[src/rtl/alarm_sequencer_if.sv]
// ---------------------------------------------------------------------------
// alarm_sequencer_if
//   Bundles the alarm sequencer's control inputs and status outputs. Clock and
//   reset stay as plain ports on the sequencer.
//
//   master : the side that drives ticks, switches, times and button pulses,
//            and observes the sequencer status.
//   slave  : the sequencer itself.
//
//   Signals
//     tick_1hz     one-clk pulse once per second
//     alarm_en     alarm enable switch (level)
//     current      current time, HHMM packed BCD
//     alarm        alarm time, HHMM packed BCD
//     push_m       stop request, one-clk pulse
//     push_snooze  snooze request, one-clk pulse
//     game_done    minigame success, one-clk pulse
//     alarm_state  FSM state encoding
//     ring         buzzer/LED enable
//     game_en      minigame enable
//     snooze_cnt   snoozes taken in the current alarm event
//     sec_left     seconds remaining on the active timer
// ---------------------------------------------------------------------------
interface alarm_sequencer_if;
  logic        tick_1hz;
  logic        alarm_en;
  logic [15:0] current;
  logic [15:0] alarm;
  logic        push_m;
  logic        push_snooze;
  logic        game_done;
  logic [2:0]  alarm_state;
  logic        ring;
  logic        game_en;
  logic [1:0]  snooze_cnt;
  logic [7:0]  sec_left;

  modport master (
    output tick_1hz, alarm_en, current, alarm, push_m, push_snooze, game_done,
    input  alarm_state, ring, game_en, snooze_cnt, sec_left
  );

  modport slave (
    input  tick_1hz, alarm_en, current, alarm, push_m, push_snooze, game_done,
    output alarm_state, ring, game_en, snooze_cnt, sec_left
  );
endinterface

[src/rtl/alarm_sequencer.sv]
// ---------------------------------------------------------------------------
// alarm_sequencer
//   Alarm clock sequencer: arms on the enable switch, rings when the current
//   time first becomes equal to the alarm time, supports a bounded number of
//   snoozes (manual or automatic on ring timeout), and requires a minigame to
//   be completed to stop the alarm for good.
//
//   Ports
//     clk    sole clock, rising edge
//     reset  asynchronous, active-low reset
//     bus    alarm_sequencer_if.slave (inputs, status outputs)
//
//   State | meaning
//   ------+-----------------------------------------------------------------
//   IDLE  | alarm disabled, all outputs quiet
//   ARMED | waiting for a rising edge of (current == alarm)
//   RING  | buzzer on, ring timeout running
//   GAME  | minigame enabled, game timeout running
//   SNOOZE| buzzer off, snooze countdown running
// ---------------------------------------------------------------------------
module alarm_sequencer #(
  parameter logic [7:0] SNOOZE_SEC   = 8'd5,
  parameter logic [1:0] MAX_SNOOZE   = 2'd3,
  parameter logic [7:0] RING_TIMEOUT = 8'd10,
  parameter logic [7:0] GAME_TIMEOUT = 8'd30
) (
  input logic                clk,
  input logic                reset,
  alarm_sequencer_if.slave   bus
);

  typedef enum logic [2:0] {
    ST_IDLE   = 3'b000,
    ST_ARMED  = 3'b001,
    ST_RING   = 3'b010,
    ST_GAME   = 3'b011,
    ST_SNOOZE = 3'b100
  } alarm_state_e;

  alarm_state_e state_q;
  logic         ring_q;
  logic         game_en_q;
  logic [1:0]   snooze_cnt_q;
  logic [7:0]   sec_left_q;
  logic         match_d;

  logic         match;
  logic         match_rise;
  logic         expiry;
  logic         snooze_ok;
  logic [7:0]   sec_dec;

  assign match      = (bus.current == bus.alarm);
  assign match_rise = match & ~match_d;
  // Terminal count: the tick that takes the timer from 1 to 0.
  assign expiry     = bus.tick_1hz & (sec_left_q == 8'd1);
  assign snooze_ok  = (snooze_cnt_q < MAX_SNOOZE);
  assign sec_dec    = (bus.tick_1hz && sec_left_q != 8'd0) ? (sec_left_q - 8'd1)
                                                           : sec_left_q;

  // match_d resets high so that releasing reset while current == alarm does
  // not look like a fresh match edge.
  always_ff @(posedge clk or negedge reset) begin
    if (!reset) begin
      match_d <= 1'b1;
    end else begin
      match_d <= match;
    end
  end

  always_ff @(posedge clk or negedge reset) begin
    if (!reset) begin
      state_q      <= ST_IDLE;
      ring_q       <= 1'b0;
      game_en_q    <= 1'b0;
      snooze_cnt_q <= 2'd0;
      sec_left_q   <= 8'd0;
    end else if (!bus.alarm_en) begin
      state_q      <= ST_IDLE;
      ring_q       <= 1'b0;
      game_en_q    <= 1'b0;
      snooze_cnt_q <= 2'd0;
      sec_left_q   <= 8'd0;
    end else begin
      case (state_q)
        ST_IDLE: begin
          state_q   <= ST_ARMED;
          ring_q    <= 1'b0;
          game_en_q <= 1'b0;
        end

        ST_ARMED: begin
          if (match_rise) begin
            state_q    <= ST_RING;
            ring_q     <= 1'b1;
            sec_left_q <= RING_TIMEOUT;
          end
        end

        ST_RING: begin
          if (bus.push_m) begin
            state_q    <= ST_GAME;
            ring_q     <= 1'b0;
            game_en_q  <= 1'b1;
            sec_left_q <= GAME_TIMEOUT;
          end else if ((bus.push_snooze || expiry) && snooze_ok) begin
            state_q      <= ST_SNOOZE;
            ring_q       <= 1'b0;
            snooze_cnt_q <= snooze_cnt_q + 2'd1;
            sec_left_q   <= SNOOZE_SEC;
          end else if (expiry) begin
            // Snoozes exhausted: keep ringing with a fresh timeout.
            sec_left_q <= RING_TIMEOUT;
          end else begin
            sec_left_q <= sec_dec;
          end
        end

        ST_SNOOZE: begin
          if (bus.push_m) begin
            state_q    <= ST_GAME;
            game_en_q  <= 1'b1;
            sec_left_q <= GAME_TIMEOUT;
          end else if (expiry) begin
            state_q    <= ST_RING;
            ring_q     <= 1'b1;
            sec_left_q <= RING_TIMEOUT;
          end else begin
            sec_left_q <= sec_dec;
          end
        end

        ST_GAME: begin
          if (bus.game_done) begin
            state_q      <= ST_ARMED;
            game_en_q    <= 1'b0;
            snooze_cnt_q <= 2'd0;
            sec_left_q   <= 8'd0;
          end else if (expiry) begin
            state_q    <= ST_RING;
            game_en_q  <= 1'b0;
            ring_q     <= 1'b1;
            sec_left_q <= RING_TIMEOUT;
          end else begin
            sec_left_q <= sec_dec;
          end
        end

        default: begin
          state_q      <= ST_IDLE;
          ring_q       <= 1'b0;
          game_en_q    <= 1'b0;
          snooze_cnt_q <= 2'd0;
          sec_left_q   <= 8'd0;
        end
      endcase
    end
  end

  assign bus.alarm_state = state_q;
  assign bus.ring        = ring_q;
  assign bus.game_en     = game_en_q;
  assign bus.snooze_cnt  = snooze_cnt_q;
  assign bus.sec_left    = sec_left_q;

endmodule

[src/flat_wrapper.sv]
// flat-port wrapper written by rule: the top's interface ports become plain ports
module alarm_sequencer_flat 
#(
  parameter logic [7:0] SNOOZE_SEC   = 8'd5,
  parameter logic [1:0] MAX_SNOOZE   = 2'd3,
  parameter logic [7:0] RING_TIMEOUT = 8'd10,
  parameter logic [7:0] GAME_TIMEOUT = 8'd30
)
  (clk, reset, bus_tick_1hz, bus_alarm_en, bus_current, bus_alarm, bus_push_m, bus_push_snooze, bus_game_done, bus_alarm_state, bus_ring, bus_game_en, bus_snooze_cnt, bus_sec_left);
  alarm_sequencer_if bus_i ();
  input logic clk;
  input logic reset;
  input wire logic [$bits(bus_i.tick_1hz)-1:0] bus_tick_1hz;
  input wire logic [$bits(bus_i.alarm_en)-1:0] bus_alarm_en;
  input wire logic [$bits(bus_i.current)-1:0] bus_current;
  input wire logic [$bits(bus_i.alarm)-1:0] bus_alarm;
  input wire logic [$bits(bus_i.push_m)-1:0] bus_push_m;
  input wire logic [$bits(bus_i.push_snooze)-1:0] bus_push_snooze;
  input wire logic [$bits(bus_i.game_done)-1:0] bus_game_done;
  output wire logic [$bits(bus_i.alarm_state)-1:0] bus_alarm_state;
  output wire logic [$bits(bus_i.ring)-1:0] bus_ring;
  output wire logic [$bits(bus_i.game_en)-1:0] bus_game_en;
  output wire logic [$bits(bus_i.snooze_cnt)-1:0] bus_snooze_cnt;
  output wire logic [$bits(bus_i.sec_left)-1:0] bus_sec_left;
  assign bus_i.tick_1hz = bus_tick_1hz;
  assign bus_i.alarm_en = bus_alarm_en;
  assign bus_i.current = bus_current;
  assign bus_i.alarm = bus_alarm;
  assign bus_i.push_m = bus_push_m;
  assign bus_i.push_snooze = bus_push_snooze;
  assign bus_i.game_done = bus_game_done;
  assign bus_alarm_state = bus_i.alarm_state;
  assign bus_ring = bus_i.ring;
  assign bus_game_en = bus_i.game_en;
  assign bus_snooze_cnt = bus_i.snooze_cnt;
  assign bus_sec_left = bus_i.sec_left;
  alarm_sequencer #(.SNOOZE_SEC(SNOOZE_SEC), .MAX_SNOOZE(MAX_SNOOZE), .RING_TIMEOUT(RING_TIMEOUT), .GAME_TIMEOUT(GAME_TIMEOUT)) u_core (.clk(clk), .reset(reset), .bus(bus_i));
endmodule
[config.mk]
export PLATFORM = sky130hd
export DESIGN_NAME = alarm_sequencer_flat
export DESIGN_NICKNAME = d
export VERILOG_FILES = /design/src/rtl/alarm_sequencer_if.sv /design/src/rtl/alarm_sequencer.sv /design/src/flat_wrapper.sv
export SDC_FILE = /design/constraint.sdc
export NUM_CORES = 1
export LEC_CHECK = 0
export CORE_MARGIN = 10
export CORE_UTILIZATION = 51
export CTS_BUF_LIST = sky130_fd_sc_hd__clkbuf_8
export CTS_CLUSTER_DIAMETER = 40
export DETAILED_ROUTE_END_ITERATION = 8
export PLACE_DENSITY = 0.88
export SETUP_SLACK_MARGIN = 0.1
export SLEW_MARGIN = 25
export SYNTH_ARGS = -nofsm -noshare
export SYNTH_HDL_FRONTEND = slang
export SYNTH_SLANG_ARGS = --single-unit
[constraint.sdc]
create_clock -name clk -period 3.8 [get_ports clk]
set_clock_uncertainty 0.15 [all_clocks]
set_input_delay 0.57 -clock clk [delete_from_list [all_inputs] [get_ports clk]]
set_output_delay 0.57 -clock clk [all_outputs]
set_load 0.02 [all_outputs]
# Word level (Yosys, flattened, before mapping)
# Index checks and enable logic that the tools add are counted.
# word_totals
register_bits	16
in_bits	39
output_inout_bits	15
wordCells	77
# classes
n_lt_le_gt_ge	1
n_bitwise	3
eq_ne	18
n_addsub	2
n_mux	35
n_reduce_logical	12
# ops
operator	n
$mux 8	8
$pmux 8 s5	1
$mux 3	7
$eq 16x16->1	1
$pmux 3 s5	1
$ne 3x3->1 const B	4
$mux 1	11
$ne 3x2->1 const B	3
$eq 8x1->1 const B	1
$mux 2	4
$ne 4x3->1 const B	2
$reduce_and 4->1	2
$reduce_bool 8->1	1
$sub 8x1->8 const B	1
$eq 3x2->1 const B	2
$ne 2x2->1 const B	3
$pmux 2 s3	1
$pmux 1 s4	1
$reduce_and 2->1	2
$eq 3x1->1 const B	1
$eq 3x3->1 const B	1
$logic_not 3->1	1
$pmux 1 s3	1
$reduce_and 3->1	1
other kinds (8)	10

# Logic depth before layout (Yosys ltp)
# depth
ltp_word	8
ltp_mapped	7
depth_no_buf	7

# Worst setup path after synthesis
# OpenSTA, ideal clock, no wires.
# synth_path
path_type	reg2reg
start	register u_core.sec_left_q[4], in the netlist u_core.bus.sec_left[4]
end	register u_core.snooze_cnt_q[0], in the netlist u_core.bus.snooze_cnt[0]
arrival_ns	2.003
required_time_ns	3.572
period_less_slack_ns	2.231
n_path_buf	1
setup_ns	0.078
stages_incl_launch_ff	7
setup_slack_ns	1.569
path_cell_list	dfrtp_1 -> buf_6 -> nor4_4 -> a21oi_2 -> o31a_1 -> or4_1 -> a21oi_1
# synth_between
elab_chain_cells	6
# synth_lines
element	line	text
start: declaration	alarm_sequencer.sv:44	logic [7:0] sec_left_q;
start signal: assignment	alarm_sequencer.sv:77	sec_left_q <= 8'd0;
start signal: assignment	alarm_sequencer.sv:83	sec_left_q <= 8'd0;
start signal: assignment	alarm_sequencer.sv:96	sec_left_q <= RING_TIMEOUT;
$eq 8x1->1	alarm_sequencer.sv:56	assign expiry = bus.tick_1hz & (sec_left_q == 8'd1);
$and 1x1->1	alarm_sequencer.sv:56	
$logic_or 1x1->1	alarm_sequencer.sv:106	end else if ((bus.push_snooze || expiry) && snooze_ok) begin
$logic_and 1x1->1	alarm_sequencer.sv:106	
$ne 3x2->1 (no line)	-	
$reduce_and 4->1 (no line)	-	
end signal: assignment	alarm_sequencer.sv:109	snooze_cnt_q <= snooze_cnt_q + 2'd1;
end: declaration	alarm_sequencer.sv:43	logic [1:0] snooze_cnt_q;
# Every way passes these cells.
# A chain may end at the register's enable or synchronous reset.

# Worst setup path after layout
# layout_path
start	input port bus_tick_1hz
end	register u_core.sec_left_q[7], in the netlist u_core.bus.sec_left[7]
# layout_between
elab_chain_cells	7
word_cells_on_any_way	12
classes_between	8 x mux; 1 x bitwise; 3 x reduce/logical
# layout_lines
element	line	text
start: declaration	flat_wrapper.sv:13	input wire logic [$bits(bus_i.tick_1hz)-1:0] bus_tick_1hz;
$logic_and 1x1->1 / $and 1x1->1 (equally long branches)	alarm_sequencer.sv:58, alarm_sequencer.sv:56	
$mux 8 / $logic_or 1x1->1 (equally long branches)	alarm_sequencer.sv:58, alarm_sequencer.sv:106	
$mux 8 / $logic_and 1x1->1 (equally long branches)	-	
$mux 8	alarm_sequencer.sv:106	
$mux 8	alarm_sequencer.sv:101	if (bus.push_m) begin
$pmux 8 s5 *	alarm_sequencer.sv:85	case (state_q)
$mux 8 *	alarm_sequencer.sv:78	end else if (!bus.alarm_en) begin
end signal: assignment	alarm_sequencer.sv:77	
end signal: assignment	alarm_sequencer.sv:105	sec_left_q <= GAME_TIMEOUT;
end signal: assignment	alarm_sequencer.sv:110	sec_left_q <= SNOOZE_SEC;
# Every way passes the cells marked *; elsewhere a longest branch is shown, timed or not.

==> results.py <==
metrics = {
    "status": {
        "status": "complete, no violations",
    },
    "clock_tree": {
        "cts_buffers": 3,
        "ctsHoldBuffers": 0,
        "cts.clk_slew.worst_paths_ns": 0.07,
        "cts-root-buf": "clkbuf_8",
        "cts_buffer_depth": 2,
        "cts.sinks": 16,
        "post-cts-setup-buffers": 0,
        "cts-resized-gates": 0,
        "clk-insertion-delay-late_ns": 0.27,
        "cts_tree": "done",
        "cts-htree-levels": 1,
    },
    "global_route": {
        "antenna_found_initial": 0,
        "grt_pass1_vias": 1693,
        "grt_pass1_wl_mm": 7.80,
        "grt.overflow.total": 0,
        "grtUsageTotal_pct": 17.5,
        "grt_max_degree": 28,
    },
    "setup_path": {
        "cp-endpoint": "u_core.bus.sec_left[7]",
        "cp_max_fo": 7,
        "crit_type": "input port to register",
        "ff2ff_path_depth": 5,
        "cp_data_required_time_ns": 3.79,
        "regToRegSetupSlack_ns": 1.36,
        "critPathLaunch": "bus_tick_1hz",
        "crit-reg2reg-capture": "u_core.bus.sec_left[7]",
        "endpoint_kind": "register",
        "crit_chain": "clkdlybuf4s50_1 > and4bb_2 > a211oi_1 > o32ai_1 > nor3_1 > a211o_1",
        "r2r-start": "u_core.bus.sec_left[4]",
        "cp-start-kind": "input port",
        "arrival_ns": 2.53,
        "max_stage_delay_ns": 0.57,
        "critPathSlowestCell": "clkdlybuf4s50_1",
    },
    "flow_run": {
        "max_cap_viol_count": 0,
    },
    "timing": {
        "hold_slack_ns": 0.381,
        "finalCritPeriodShare_pct": 66.7,
        "fin_crit_ns": 2.54,
        "setup-tns-final_ns": 0,
        "setup_viol": 0,
        "rsz0062_at_grt": "false",
        "hold_viol_final": 0,
        "max_freq_ghz": 0.394,
        "slew_viol_final": 0,
        "worst_slew_pin_slew_ns": 0.753,
        "post-route-worst-setup-slack_ns": 1.26,
        "relSlewSlack_pct": 49.6,
    },
    "synthesis": {
        "yosys.area.top_type": "dfrtp_1",
        "synth_edf_count": 0,
        "async_flop_share_pct": 100,
        "ys_top_cells_by_area": "dfrtp_1 (24%), xnor2_1 (9.4%), a211oi_1 (5.2%)",
        "synth.ff_latch_count": 16,
        "syn_nets": 240,
        "ys.flop_type": "dfrtp_1",
        "synth_top_area_share_pct": 23.8,
        "syn_inst": 198,
        "yosysSeqAreaShare_pct": 25.5,
        "synth.distinct_cells": 48,
        "synth_area_per_cell_um2": 7.97,
        "synth_warnings": 0,
        "syn_area_um2": 1580,
    },
    "min_path": {
        "min_path_type": "register to register",
    },
    "placed_design": {
        "place_area_um2": 2110,
        "post-place-ws_ns": 0.976,
        "dpl.hpwl_mm": 3.72,
        "gp_congestion": 0.999,
        "io_buffers": 53,
    },
    "drt": {
        "drc": 0,
        "wl_per_cell_um": 16.7,
        "avgViaCountPerCell": 6.38,
        "wl_mm": 4.67,
        "antenna_left": 0,
        "vias": 1787,
        "drtIter0Drc": 253,
        "dr.pass1.iters": 4,
    },
    "final_layout": {
        "fin_util_pct": 71.8,
        "areaGrowthSynthToFinish_pct": 36.7,
        "num_antenna_cells": 0,
        "fill_cells": 238,
        "stdcell_area_um2": 2160,
        "drive_gt1_share_pct": 4.45,
        "nets": 290,
    },
    "die": {
        "start_util_pct": 52.5,
        "die_width_um": 75.6,
        "fp.dieH_um": 75.6,
        "ioPinCount": 54,
        "core_um2": 3000,
        "die-area_um2": 5720,
        "rows": 20,
    },
    "power": {
        "peakVddDrop_mv": 0.367,
        "leakage_nw": 0.816,
        "p_per_area_nw_per_um2": 477,
    },
}
[worst min-delay path by stage]
stage	startpoint	slack (ns)	depth (start not counted)	to
global placement	u_core.bus.ring	0.36	2	u_core.bus.ring
global route	u_core.bus.ring	0.43	2	u_core.bus.ring
CTS	u_core.bus.ring	0.39	2	u_core.bus.ring
detailed placement	u_core.bus.ring	0.37	2	u_core.bus.ring
floorplan	reset	0.12	0	u_core.bus.alarm_state[0]
finish	u_core.bus.ring	0.38	2	u_core.bus.ring
[per-layer routing]
layer | track usage, % | routed length (um) | vias up
met2 | 24.7 | 2000 | 100
met3 | 7.42 | 631 | 5
met5 | 0 | 0 | -
met4 | 7.42 | 77 | 0
met1 | 22.6 | 1960 | 826
li1 | - | - | 856
[cell usage after synthesis (all sizes together) (3+ instances only)]
library cell and n:
o21ai 11, and3 3, or3 3, nor3 5
a21o 4, dfrtp 15, nor2 13, xnor2 17
a21oi 16, nand3 4, nand2b 5, inv 9
o22ai 3, o31ai 6, nand2 15, o21a 4
ha 3, clkbuf 7, a211oi 11, nand4 5
nor2b 6
[per-stage QoR]
stage | power [mW] | instances
2_1_floorplan | 0.687 | 198
3_3_place_gp | 0.882 | 276
3_5_place_dp | 0.887 | 276
4_1_cts | 1.02 | 280
5_1_grt | 1.11 | 280
6_report | 1.03 | 280
[power breakdown]
part | leakage (nW) | internal, mW | switching (mW)
Combinational | 0.574 | 0.281 | 0.318
Clock | 0.0269 | 0.0720 | 0.0645
Sequential | 0.214 | 0.201 | 0.0922
[final cells by class]
class                   count  area [um2]  share of cell area [%]
repair buffers             53         531                    24.6
inverters                   9        33.8                    1.57
multi-input cells         165        1100                    51.2
flip-flops and latches     16         402                    18.6
clock buffers               3        41.3                    1.91
clock inverters             1        3.75                   0.174
well taps                  33        41.3                    1.91
[cells by family (layout without fill, tap and decap cells)]
logic type | Yosys count | count (layout) | share of synthesized area (%)
AO/OA/AOI/OAI | 76 | 76 | 33.7
AND/OR/NAND/NOR | 69 | 69 | 24.5
XOR/XNOR | 17 | 17 | 9.44
buffers and inverters | 17 | 66 | 4.52
flip-flops | 16 | 16 | 25.5
adder cells (fa/ha/maj) | 3 | 3 | 2.38
[state kept, by name, summed over array words and instances (netlist names)]
name / cells
u_core.bus.sec_left: 8
u_core.bus.alarm_state: 3
u_core.bus.snooze_cnt: 2
u_core.bus.game_en: 1
u_core.bus.ring: 1
u_core.match_d: 1
[critical path, delay by kind of cell]
family	cells	cell delay, ns
AND/OR/NAND/NOR	2	0.43
AO/OA/AOI/OAI	3	0.95
buffers and inverters	1	0.57
[layout by cell type (no fill, tap or decap), drive strengths merged, types with 2 or more instances in the layout]
cell type	instances
clkdlybuf4s50	53
xnor2	17
a21oi	16
nand2	15
dfrtp	15
nor2	13
o21ai	11
a211oi	11
inv	10
nor2b	6
o31ai	6
nand4	5
nand2b	5
nor3	5
a21o	4
nand3	4
o21a	4
or3	3
o22ai	3
and3	3
ha	3
clkbuf	3
or4	2
o311ai	2
o41ai	2
o221ai	2
o32ai	2
a211o	2
a2111oi	2
nor4	2
(Power assumes the default switching activity.)
